==> src/rtl/n_bit_pipe_reg.sv <==
// Elastic pipeline stage: valid/ready handshake, synchronous flush, optional skid entry.
// Define N_BIT_PIPE_REG_SKID_EN for the two-entry build with a registered in_ready.
//
// state | meaning
// EMPTY | no entry held, out_valid low
// ONE   | head entry in main register
// TWO   | head in main, second entry in skid register (skid build only)
module n_bit_pipe_reg #(
  parameter int            N           = 32,
  parameter logic [N-1:0]  RESET_VALUE = '0,
  parameter logic [N-1:0]  CLR_VALUE   = '0
) (
  input  logic         clk,
  input  logic         reset_n,
  input  logic         flush,
  input  logic         in_valid,
  output logic         in_ready,
  input  logic [N-1:0] in_data,
  output logic         out_valid,
  input  logic         out_ready,
  output logic [N-1:0] out_data,
  output logic [1:0]   count
);

  typedef enum logic [1:0] {
    EMPTY = 2'd0,
    ONE   = 2'd1,
    TWO   = 2'd2
  } state_t;

  state_t       state;
  logic [N-1:0] main_q;
  logic         in_fire;
  logic         out_fire;

  assign in_fire   = in_valid & in_ready;
  assign out_fire  = out_valid & out_ready;
  assign out_valid = (state != EMPTY);
  assign out_data  = main_q;
  assign count     = state;

`ifdef N_BIT_PIPE_REG_SKID_EN
  logic [N-1:0] skid_q;
  logic         in_ready_q;

  // in_ready is registered so out_ready never reaches upstream combinationally;
  // it only changes on transitions into or out of TWO.
  assign in_ready = in_ready_q;

  always_ff @(posedge clk or negedge reset_n) begin
    if (!reset_n) begin
      state      <= EMPTY;
      main_q     <= RESET_VALUE;
      skid_q     <= RESET_VALUE;
      in_ready_q <= 1'b1;
    end else if (flush) begin
      state      <= EMPTY;
      main_q     <= CLR_VALUE;
      skid_q     <= CLR_VALUE;
      in_ready_q <= 1'b1;
    end else begin
      case (state)
        EMPTY: begin
          if (in_fire) begin
            main_q <= in_data;
            state  <= ONE;
          end
        end
        ONE: begin
          if (in_fire && out_fire) begin
            main_q <= in_data;
          end else if (out_fire) begin
            state <= EMPTY;
          end else if (in_fire) begin
            skid_q     <= in_data;
            state      <= TWO;
            in_ready_q <= 1'b0;
          end
        end
        TWO: begin
          if (out_fire) begin
            main_q     <= skid_q;
            state      <= ONE;
            in_ready_q <= 1'b1;
          end
        end
        default: begin
          state      <= EMPTY;
          in_ready_q <= 1'b1;
        end
      endcase
    end
  end
`else
  assign in_ready = ~out_valid | out_ready;

  always_ff @(posedge clk or negedge reset_n) begin
    if (!reset_n) begin
      state  <= EMPTY;
      main_q <= RESET_VALUE;
    end else if (flush) begin
      state  <= EMPTY;
      main_q <= CLR_VALUE;
    end else begin
      case (state)
        EMPTY: begin
          if (in_fire) begin
            main_q <= in_data;
            state  <= ONE;
          end
        end
        ONE: begin
          // in_ready is high whenever out_fire is, so a new entry replaces the leaving one
          if (in_fire) begin
            main_q <= in_data;
          end else if (out_fire) begin
            state <= EMPTY;
          end
        end
        default: state <= EMPTY;
      endcase
    end
  end
`endif

endmodule

==> config.mk <==
export PLATFORM = sky130hd
export DESIGN_NAME = n_bit_pipe_reg
export DESIGN_NICKNAME = d
export VERILOG_FILES = /design/src/rtl/n_bit_pipe_reg.sv
export SDC_FILE = /design/constraint.sdc
export NUM_CORES = 1
export LEC_CHECK = 0
export CELL_PAD_IN_SITES_DETAIL_PLACEMENT = 0
export CELL_PAD_IN_SITES_GLOBAL_PLACEMENT = 1
export CORE_MARGIN = 8
export CORE_UTILIZATION = 34
export CTS_BUF_LIST = sky130_fd_sc_hd__clkbuf_8
export DETAILED_ROUTE_END_ITERATION = 10
export PLACE_DENSITY_LB_ADDON = 0.25
export REMOVE_ABC_BUFFERS = 1
export SLEW_MARGIN = 5
export SYNTH_ARGS = -nofsm -noshare
export SYNTH_HDL_FRONTEND = slang
export SYNTH_SLANG_ARGS = --single-unit
==> constraint.sdc <==
create_clock -name clk -period 2 [get_ports clk]
set_input_delay 0.2 -clock clk [delete_from_list [all_inputs] [get_ports clk]]
set_output_delay 0.2 -clock clk [all_outputs]
set_load 0.1 [all_outputs]
# Word level (Yosys, flattened, before mapping)
# Cells that the tools add are included.
dict set report word_totals {
  ff_bits 34
  input_bits 37
  output_inout_bits 36
}
dict set report op_classes {
  n_eq_ne 4
  n_bitwise 4
  reduce_logical 7
  muxes 8
}
# op count
set ops {}
lappend ops {{$mux W32} 3}
lappend ops {{$ne A3 B3 Y1 const B} 3}
lappend ops {{$mux W2} 4}
lappend ops {{$reduce_bool A2 Y1} 3}
lappend ops {{$pmux W2 S2} 1}
lappend ops {{$reduce_and A3 Y1} 1}
lappend ops {{$and A1 B1 Y1} 2}
lappend ops {{$eq A2 B1 Y1 const B} 1}
lappend ops {{$logic_not A2 Y1} 1}
lappend ops {{$reduce_and A2 Y1} 1}
lappend ops {{$reduce_or A2 Y1} 1}
lappend ops {{$not A1 Y1} 1}
lappend ops {{$or A1 B1 Y1} 1}

# Depth between registers and ports, before layout
# Gate-level depths: netlist (run 1).
dict set report depth {
  depth_word 7
  ltp_mapped 5
  depth_no_buf 3
}

# Least setup slack after synthesis (run 1)
# No wires, ideal clock.
dict set report synth_path {
  path_type {reg2reg}
  start {register state[0] (netlist: count[0])}
  end {register main_q[13] (netlist: out_data[13])}
  stages_incl_launch_ff 6
  t_arrival_ns 1.882
  path_slack_ns 0.041
  synth_period_minus_slack_ns 1.959
  required_time_ns 1.924
  cell_sequence {dfrtp_1 nand2b_4 buf_6 buf_2 nand3_1 a21oi_2}
}
dict set report synth_via {
  elab_chain_cells 6
}
# element line
set synth_rtl {}
lappend synth_rtl {{from (decl)} 31} ;# state_t state;
lappend synth_rtl {{from (signal assigned)} 99} ;# state <= EMPTY;
lappend synth_rtl {{from (signal assigned)} 102} ;# state <= EMPTY;
lappend synth_rtl {{from (signal assigned)} 109} ;# state <= ONE;
lappend synth_rtl {{$reduce_bool A2 Y1} 38} ;# assign out_valid = (state != EMPTY);
lappend synth_rtl {{$not A1 Y1} 95} ;# assign in_ready = ~out_valid | out_ready;
lappend synth_rtl {{$or A1 B1 Y1} 95}
lappend synth_rtl {{net in_ready} 17} ;# output logic in_ready,
lappend synth_rtl {{$and A1 B1 Y1} 36} ;# assign in_fire = in_valid & in_ready;
lappend synth_rtl {{$reduce_bool A2 Y1 (no line)} n/a}
lappend synth_rtl {{$reduce_and A2 Y1 (no line)} n/a}
lappend synth_rtl {{to (signal assigned)} 108} ;# main_q <= in_data;
lappend synth_rtl {{to (signal assigned)} 115} ;# main_q <= in_data;
lappend synth_rtl {{to (decl)} 32} ;# logic [N-1:0] main_q;
# The timed path passes the listed nets, and every way through them passes these cells.
# A chain may end at the register's enable or synchronous reset.

# Final worst setup path (run 1)
dict set report layout_path {
  start {register state[0] (netlist: count[0])}
  end {output port in_ready}
}
dict set report layout_via {
  elab_chain_cells 3
}
# element line
set layout_rtl {}
lappend layout_rtl {{$reduce_bool A2 Y1} 38}
lappend layout_rtl {{$not A1 Y1} 95}
lappend layout_rtl {{$or A1 B1 Y1} 95}
lappend layout_rtl {{to (decl)} 17}
# Every way passes these cells.

==> reports/metrics.cfg, run 1 <==
[status]
outcome=finished, final reports clean

[die]
die_area_mm2=0.00726
die_h_um=85.2
core_region_area_mm2=0.00466
io_pins=73
die_w_um=85.2
rows=25
initial_core_util_pct=34.9

[synth]
yosysUniqueCellTypes=14
netlist_area_mm2=0.00163
synth_top_area_share_pct=50.7
synth_compound_area_share_pct=31.2
synth.area.top_cells=dfrtp_1 51%, a21bo_2 16%, nand3_1 9.8%
synth_top_family_by_area=compound AO/OA/AOI/OAI gates
netlist_instances=153
synthAdderAreaFrac_pct=0
synth_top_cell_by_area=dfrtp_1
synth_xor_area_share_pct=0
synthSimpleGateAreaFrac_pct=10.7
synth_seq_cells=33
yosysSeqAreaShare_pct=50.7
syn_avg_cell_area_um2=10.6
ys_warn_count=0
synthMuxAreaShare_pct=0

[routing]
routed_wl_um=4410
vias=1359
drt_iter0_drc=71
wl_per_cell_um=16.4
drtAntennaViolNets=0
drc=0
detail_route.first_pass.iterations=4
viasPerCell=5.05

[global_route]
antenna_found_initial=0
grt_pass1_wl_um=7250
grt_max_degree=67
grt_pass1_vias=1460
grt_usage_pct=12.3
grt_overflow=0

[worst_setup_path]
ff2ff_setup_slack_ns=0.83
cp.arrival_ns=1.28
cp_max_fo=66
regToRegEndpoint=out_data[22]
worstSetupStartpointType=register
critPathKind=reg2out
worstRegToRegCells=4
endpoint=in_ready
r2r-start=count[0]
crit_start=count[0]
crit_path_end_kind=primary output
required_ns=1.80

[timing]
fin_setup_tns_ns=0
fin_crit_sh_pct=73.9
finClkSkew_ns=0.00216
final-max-slew-violation-count=0
final_hold_viol_count=0
worst_pin_slew_ns=0.533
period_needed_ns=1.48
setup_viol=0
timing.hold.ws_ns=0.344
grt_setup_unrepaired=false
fmax_mhz=677
max-slew-margin-rel_pct=64.4

[pwr]
pwr_density_cell_mw_per_mm2=771
peakVddDrop_mv=0.293
p_leak_nw=1.08

[clocking]
numCtsBuffers=5
clkSinkCount=33
cts.path.max_buffers=2
cts_resized=0
root_buffer=clkbuf_8
clock_latency_ns=0.28
hold_buffers=0
clk_pin_slew_ns=0.06
cts_tree=built
htreeDepth=2
cts.repair_timing.setup_buffer_count=0

[min_path]
min-delay-path-class=in2async

[placement]
port_buffers=71
place_hpwl_um=2880
gp_congestion=0.681

[layout]
syn2layout_area_growth_pct=44.7
antenna_cells=0
finalNetCount=252
fill_cells=419
drive_gt1_share_pct=36.7

[run]
cap_violations=0

==> layout make-up <==
type	count	area (um2)	area share (%)
sequential	33	826	35.1
multi-input combinational	99	686	29.1
timing repair buffer	75	686	29.1
clock buffer	6	82.6	3.51
tap	54	67.6	2.87
clock inverter	1	3.75	0.159
inverter	1	3.75	0.159
==> cells by family (layout without fill, tap and decap cells) <==
| group | after synthesis | count (layout) |
|---|---|---|
| and+or+nand+nor | 33 | 33 |
| DFF | 33 | 33 |
| buffers and inverters | 21 | 83 |
| other | 1 | 1 |
| AOI/OAI and AO/OA | 65 | 65 |
==> synth_stat cells <==
| master | number |
|---|---|
| clkbuf_2 | 1 |
| inv_1 | 1 |
| a21bo_2 | 26 |
| a21bo_1 | 6 |
| clkbuf_1 | 4 |
| a21oi_2 | 6 |
| nand3_1 | 32 |
| nand2b_4 | 1 |
| buf_4 | 2 |
| buf_6 | 2 |
| dfrtp_1 | 33 |
| buf_2 | 11 |
| a21oi_1 | 27 |
| conb_1 | 1 |
==> worst max-delay path, stage by stage (launching register included) <==
cell and delay, ns:
dfrtp_1 0.42, nand2b_4 0.09, buf_12 0.27, buf_12 0.22
==> cells in the final DEF, fill, tap and decap left out, drive strengths merged <==
cell type,count
nand3,32
inv,2
clkdlybuf4s50,35
a21bo,32
buf,40
nand2b,1
a21oi,33
conb,1
clkbuf,6
dfrtp,33
==> where the power goes <==
part           internal [mW]  leakage, nW  switching [mW]  total [mW]
combinational          0.176        0.588           0.420       0.596
sequential             0.705        0.441          0.0203       0.725
clock                  0.268       0.0485           0.227       0.495
==> worst min-delay path by stage <==
stage	start	slack (ns)	cells after the start	end
finish	reset_n	0.34	2	out_data[28]
CTS	reset_n	0.35	2	out_data[19]
floorplan	reset_n	-0.1	0	count[0]
detailed placement	out_data[25]	0.63	2	out_data[25]
global placement	out_data[28]	0.63	2	out_data[28]
global route	reset_n	0.38	2	out_data[28]
==> through the flow <==
stage                     instances  util [%]  area (um2)  total power [mW]  setup WS (ns)
final                           269      50.5        2350              1.82          0.522
after global routing            269      50.5        2350              1.90          0.444
after CTS                       269      50.5        2350              1.84          0.493
after detailed placement        262      48.7        2270              1.34          0.530
after global placement          262      48.7        2270              1.33          0.534
after floorplan                 133         -        1520              1.12         -0.941
==> sequential cells by signal, indices dropped and copies added (netlist names) <==
name	cells
count	1
out_data	32
==> routing by layer <==
metal,vias up,part of all wire (%),global-route usage (%)
met4,0,0.77,3.24
met2,55,46,19.4
met5,-,0,0
met1,642,45,14.7
met3,6,8.9,5.69
li1,656,-,-
Power figures use the tool's default switching activity.
==> inputs of run 2 (changes only) <==
- CORE_UTILIZATION: 34 -> 29
- clock period: 2 -> 1.3 ns (I/O delays scaled with it)
==> run 2 against run 1 <==
Compared with the run above:
- clock skew up 0.00095 ns
- combinational power up 85%
- first-iteration DRC count increased by 23%
- cell count up 8.2%
- worst setup slack lost 0.49 ns
- critical path depth stayed put
- highest routed layer unchanged
==> reports/metrics.cfg, run 2 (synthesized netlist as in run 1, its figures left out) <==
[worst_setup_path]
ff2ff_setup_slack_ns=0.06  ; -0.77 ns
worst_path_max_delay_cell=dfrtp_1
r2r-start=count[0]
crit_start=count[0]
critPathKind=reg2out
crit_path_end_kind=primary output
regToRegEndpoint=out_data[19]
path_cells=nand2b_4 > buf_12 > buf_12
cp_max_fo=20  ; -70%
critPathMaxStageDelay_ns=0.41  ; about the same
worstRegToRegCells=5  ; +1
required_ns=1.17  ; -0.63 ns
worstSetupStartpointType=register
endpoint=in_ready
cp.arrival_ns=1.13  ; -0.15 ns
worst_path_most_repeated_cell=buf_12
cpLargestDelayFamily=flip-flops
cp.depth=3  ; unchanged
cp_num_buf_inv=2  ; unchanged

[layout]
syn2layout_area_growth_pct=76.1
largest_reg_flops=32  ; unchanged
fill_cells=505  ; +21%
final_area_mm2=0.00287  ; +22%
finalNetCount=257  ; +2.0%
layout_commonest_cell=buf_12
fin_cells=291  ; +8.2%
drive_gt1_share_pct=38.8  ; +2.1 points
antenna_cells=0  ; unchanged
layout_common_cells=40 x buf_12, 34 x clkdlybuf4s50_1, 33 x dfrtp_1
regArea_um2=826  ; unchanged
multiInputGateArea_um2=689  ; +0.55%

[routing]
vias=1382  ; +1.7%
wl_per_cell_um=15.8  ; -3.4%
detail_route.first_pass.iterations=4  ; unchanged
drtAntennaViolNets=0  ; unchanged
drt_iter0_drc=87  ; +23%
routed_wl_um=4610  ; +4.5%
drc=0  ; unchanged
viasPerCell=4.75  ; -6.0%

[clocking]
cts.path.max_buffers=2  ; unchanged
clk_pin_slew_ns=0.06  ; about the same
htreeDepth=2  ; unchanged
cts_tree=built
clock_latency_ns=0.28  ; about the same
root_buffer=clkbuf_8
clkSinkCount=33  ; unchanged
numCtsBuffers=5  ; unchanged

[timing]
final_hold_viol_count=0  ; unchanged
period_needed_ns=1.26
finClkSkew_ns=0.00311  ; +0.000951 ns
fin_setup_tns_ns=0  ; unchanged
final-max-slew-violation-count=0  ; unchanged
fmax_mhz=791
fin_crit_sh_pct=97.2
grt_setup_unrepaired=true
setup_viol=0  ; unchanged

[global_route]
grt_usage_pct=11.4  ; -0.87 points
grt_pass1_wl_um=7690  ; +6.0%
antenna_found_initial=0  ; unchanged
grt_overflow=0  ; unchanged
grt_pass1_vias=1473  ; +0.89%
grt_max_degree=66  ; -1.5%

[run]
cap_violations=0  ; unchanged

[placement]
place_hpwl_um=3340  ; +16%
gp_congestion=0.726  ; +6.5%
place_area_mm2=0.00277  ; +22%
dp_cells=283  ; +8.0%
port_buffers=71  ; unchanged

[min_path]
min-delay-path-class=in2reg
whs_path_depth=4

[die]
die_area_mm2=0.00827  ; +14%
die_w_um=90.9  ; +6.7%
io_pins=73  ; unchanged
initial_core_util_pct=29.7  ; -5.2 points
core_region_area_mm2=0.00547  ; +17%
die_h_um=90.9  ; +6.7%
rows=27  ; +8.0%

[pwr]
total_power_mw=2.95  ; +62%
p_leak_nw=1.22  ; +13%
peakVddDrop_mv=0.549  ; +88%
pwr_density_cell_mw_per_mm2=1030  ; +33%

[status]
outcome=finished, final reports clean

[run 2: cell type report]
class                      instances  share of cell area, %
tap                               72                   3.14
sequential                        33                   28.8
clock buffer                       5                   2.40
inverter                           1                  0.131
clock inverter                     1                  0.175
multi-input combinational         99                   24.1
timing repair buffer              80                   41.3
[run 2: tightest hold or removal path: cells and delay by family]
kind                   cells  cell delay, ns
AO/OA/AOI/OAI              1            0.06
AND/OR/NAND/NOR            1            0.09
buffers and inverters      2            0.30
[run 2: worst min path at each step]
stage,from,to,slack [ns]
finish,in_valid,out_data[24],0.35
global route,in_valid,out_data[26],0.37
CTS,in_valid,count[0],0.34
detailed placement,reset_n,out_data[16],0.19
global placement,reset_n,out_data[16],0.18
floorplan,reset_n,count[0],-0.17
[run 2: per-layer routing]
layer / up-vias / wire length (um) / track usage, %
li1: 672 / - / -
met1: 658 / 2000 / 13.8
met2: 49 / 2170 / 17.8
met3: 3 / 411 / 5.90
met4: 0 / 33 / 2.46
met5: - / 0 / 0
[run 2: repair_timing]
item                                    CTS  global route
buffers inserted                          1             0
pin swaps                                 0             0
endpoints found under the setup margin    1             2
resized for setup                         0             1
hold buffers                              1             0
hold endpoints to repair                 33             0
[run 2: power by group]
group          internal, mW  switching [mW]
Combinational         0.442           0.658
Clock                 0.351           0.351
Sequential             1.08          0.0600
Total                  1.88            1.07
[run 2: per-stage QoR]
stage / hold slack (ns) / util [%] / setup WS, ns
4_1_cts: 0.336 / 52.3 / 0.0297
3_5_place_dp: 0.191 / 50.6 / -0.0326
6_report: 0.352 / 52.4 / 0.0359
2_1_floorplan: -0.166 / - / -1.64
3_3_place_gp: 0.184 / 50.6 / -0.00513
5_1_grt: 0.365 / 52.4 / -0.00350
==> inputs of run 3 (changes only) <==
- PLACE_DENSITY: not set -> 0.83
- PLACE_DENSITY_LB_ADDON: 0.25 -> not set
==> run 3 against run 2 <==
Compared with the run above:
- sequential cell count did not move
- combinational power is essentially flat
- cell area up 1.1%
- routed wire length down 0.26%
- global-route usage shrank 0.52 points
==> reports/metrics.cfg, run 3 (synthesized netlist as in run 1, its figures left out) <==
[die]
rows=27  ; unchanged
die_h_um=90.9  ; unchanged
io_pins=73  ; unchanged
initial_core_util_pct=29.7  ; unchanged
die_area_mm2=0.00827  ; unchanged
die_w_um=90.9  ; unchanged
core_region_area_mm2=0.00547  ; unchanged

[pwr]
total_power_mw=3.08  ; +4.6%
p_switching_mw=1.08  ; +0.79%
pwr-share-clk_pct=27.2  ; +3.4 points
p_int_mw=2.01  ; +6.8%
peakVddDrop_mv=0.460  ; -16%
comb_power_share_pct=35.8  ; -1.5 points
pwr_density_cell_mw_per_mm2=1060  ; +3.5%
switching_share_pct=34.9  ; -1.3 points
sequentialPowerShare_pct=37.1  ; -1.7 points
p_leak_nw=1.24  ; +1.5%

[worst_setup_path]
worstSetupStartpointType=register
worstRegToRegCells=5  ; unchanged
crit_start=count[0]
regToRegEndpoint=out_data[20]
endpoint=in_ready
ff2ff_setup_slack_ns=0.08  ; +0.02 ns
critPathKind=reg2out
cp.arrival_ns=1.12  ; about the same
cp_max_fo=21  ; +5.0%
r2r-start=count[0]
required_ns=1.17  ; about the same
crit_path_end_kind=primary output

[placement]
port_buffers=71  ; unchanged
place_hpwl_um=3260  ; -2.6%
gp_congestion=0.722  ; -0.52%
dp_cells=284  ; +0.35%

[timing]
final_hold_viol_count=0  ; unchanged
grt_setup_unrepaired=false
fin_crit_sh_pct=96.1  ; -1.1 points
fmax_mhz=801  ; +1.2%
period_needed_ns=1.25  ; -0.0149 ns
final-max-slew-violation-count=0  ; unchanged
timing.hold.ws_ns=0.363  ; +0.0109 ns
finClkSkew_ns=0.00551  ; +0.00240 ns
setup_viol=0  ; unchanged

[routing]
detail_route.first_pass.iterations=4  ; unchanged
routed_wl_um=4600  ; -0.26%
viasPerCell=4.78  ; +0.56%
drc=0  ; unchanged
vias=1404  ; +1.6%
drt_iter0_drc=46  ; -47%
wl_per_cell_um=15.6  ; -1.3%
drtAntennaViolNets=0  ; unchanged

[global_route]
grt_overflow=0  ; unchanged
antenna_found_initial=0  ; unchanged
grt_pass1_vias=1411  ; -4.2%
grt_pass1_wl_um=7390  ; -3.9%
grt_usage_pct=10.9  ; -0.52 points
grt_max_degree=66  ; unchanged

[layout]
largest_reg_flops=32  ; unchanged
finalNetCount=258  ; +0.39%
antenna_cells=0  ; unchanged
layout_commonest_cell=buf_12
drive_gt1_share_pct=39.2  ; +0.38 points
fin_util_pct=52.9  ; +0.57 points
syn2layout_area_growth_pct=78.0
layout_common_cells=40 x buf_12, 34 x clkdlybuf4s50_1, 33 x dfrtp_1
fin_cells=294  ; +1.0%

[clocking]
root_buffer=clkbuf_8
cts_resized=0  ; unchanged
numCtsBuffers=5  ; unchanged
clkSinkCount=33  ; unchanged
clock_latency_ns=0.28  ; about the same
clk_pin_slew_ns=0.06  ; about the same
htreeDepth=2  ; unchanged
cts.path.max_buffers=2  ; unchanged
cts_tree=built

[status]
outcome=finished, final reports clean

[min_path]
min-delay-path-class=in2reg

[run]
cap_violations=0  ; unchanged

## run 3: layout make-up
type | instances | area (um2)
multi-input combinational | 99 | 686
clock inverter | 1 | 5.00
timing repair buffer | 81 | 1190
sequential | 33 | 826
fill | 502 | 2570
inverter | 1 | 3.75
tap | 72 | 90.1
clock buffer | 7 | 96.3
## run 3: worst min path at each step
| stage | startpoint | end | cells past startpoint |
|---|---|---|---|
| 2_1_floorplan | reset_n | count[0] | 0 |
| 3_3_place_gp | reset_n | out_data[9] | 2 |
| 3_5_place_dp | reset_n | out_data[9] | 2 |
| 4_1_cts | in_valid | count[0] | 4 |
| 5_1_grt | in_valid | count[0] | 4 |
| 6_report | in_valid | count[0] | 4 |
## run 3: power by group through the flow
stage / registers [mW] / clock network [mW] / logic (mW)
global placement: 1.16 / 0 / 1.10
global route: 1.15 / 0.922 / 1.15
CTS: 1.14 / 0.876 / 1.11
floorplan: 1.56 / 0 / 0.160
finish: 1.14 / 0.838 / 1.10
detailed placement: 1.16 / 0 / 1.11
## run 3: what timing repair did
item,in CTS,in global routing
setup buffers,1,0
endpoints found under the hold margin,33,0
hold buffers,1,0
endpoints found under the setup margin,1,0
## run 3: per-layer routing
layer	part of all wire [%]	vias to the layer above	GRT usage, %
met2	48	46	17.4
met5	0	-	0
met3	5.8	6	3.91
met1	46	678	13.6
met4	0.91	0	2.86
li1	-	674	-
## run 3: stage by stage
| stage | setup WS (ns) | setup TNS, ns | area [um2] |
|---|---|---|---|
| 2_1_floorplan | -1.64 | -55.70 | 1520 |
| 3_3_place_gp | -0.00492 | -0.00617 | 2780 |
| 3_5_place_dp | -0.0420 | -0.230 | 2780 |
| 4_1_cts | 0.0246 | 0 | 2900 |
| 5_1_grt | 0.0108 | 0 | 2900 |
| 6_report | 0.0508 | 0 | 2900 |
## run 3: critical path, stage by stage, from the launching register on
cell and delay (ns):
dfrtp_1 0.41, nand2b_4 0.10, buf_12 0.15, buf_12 0.18
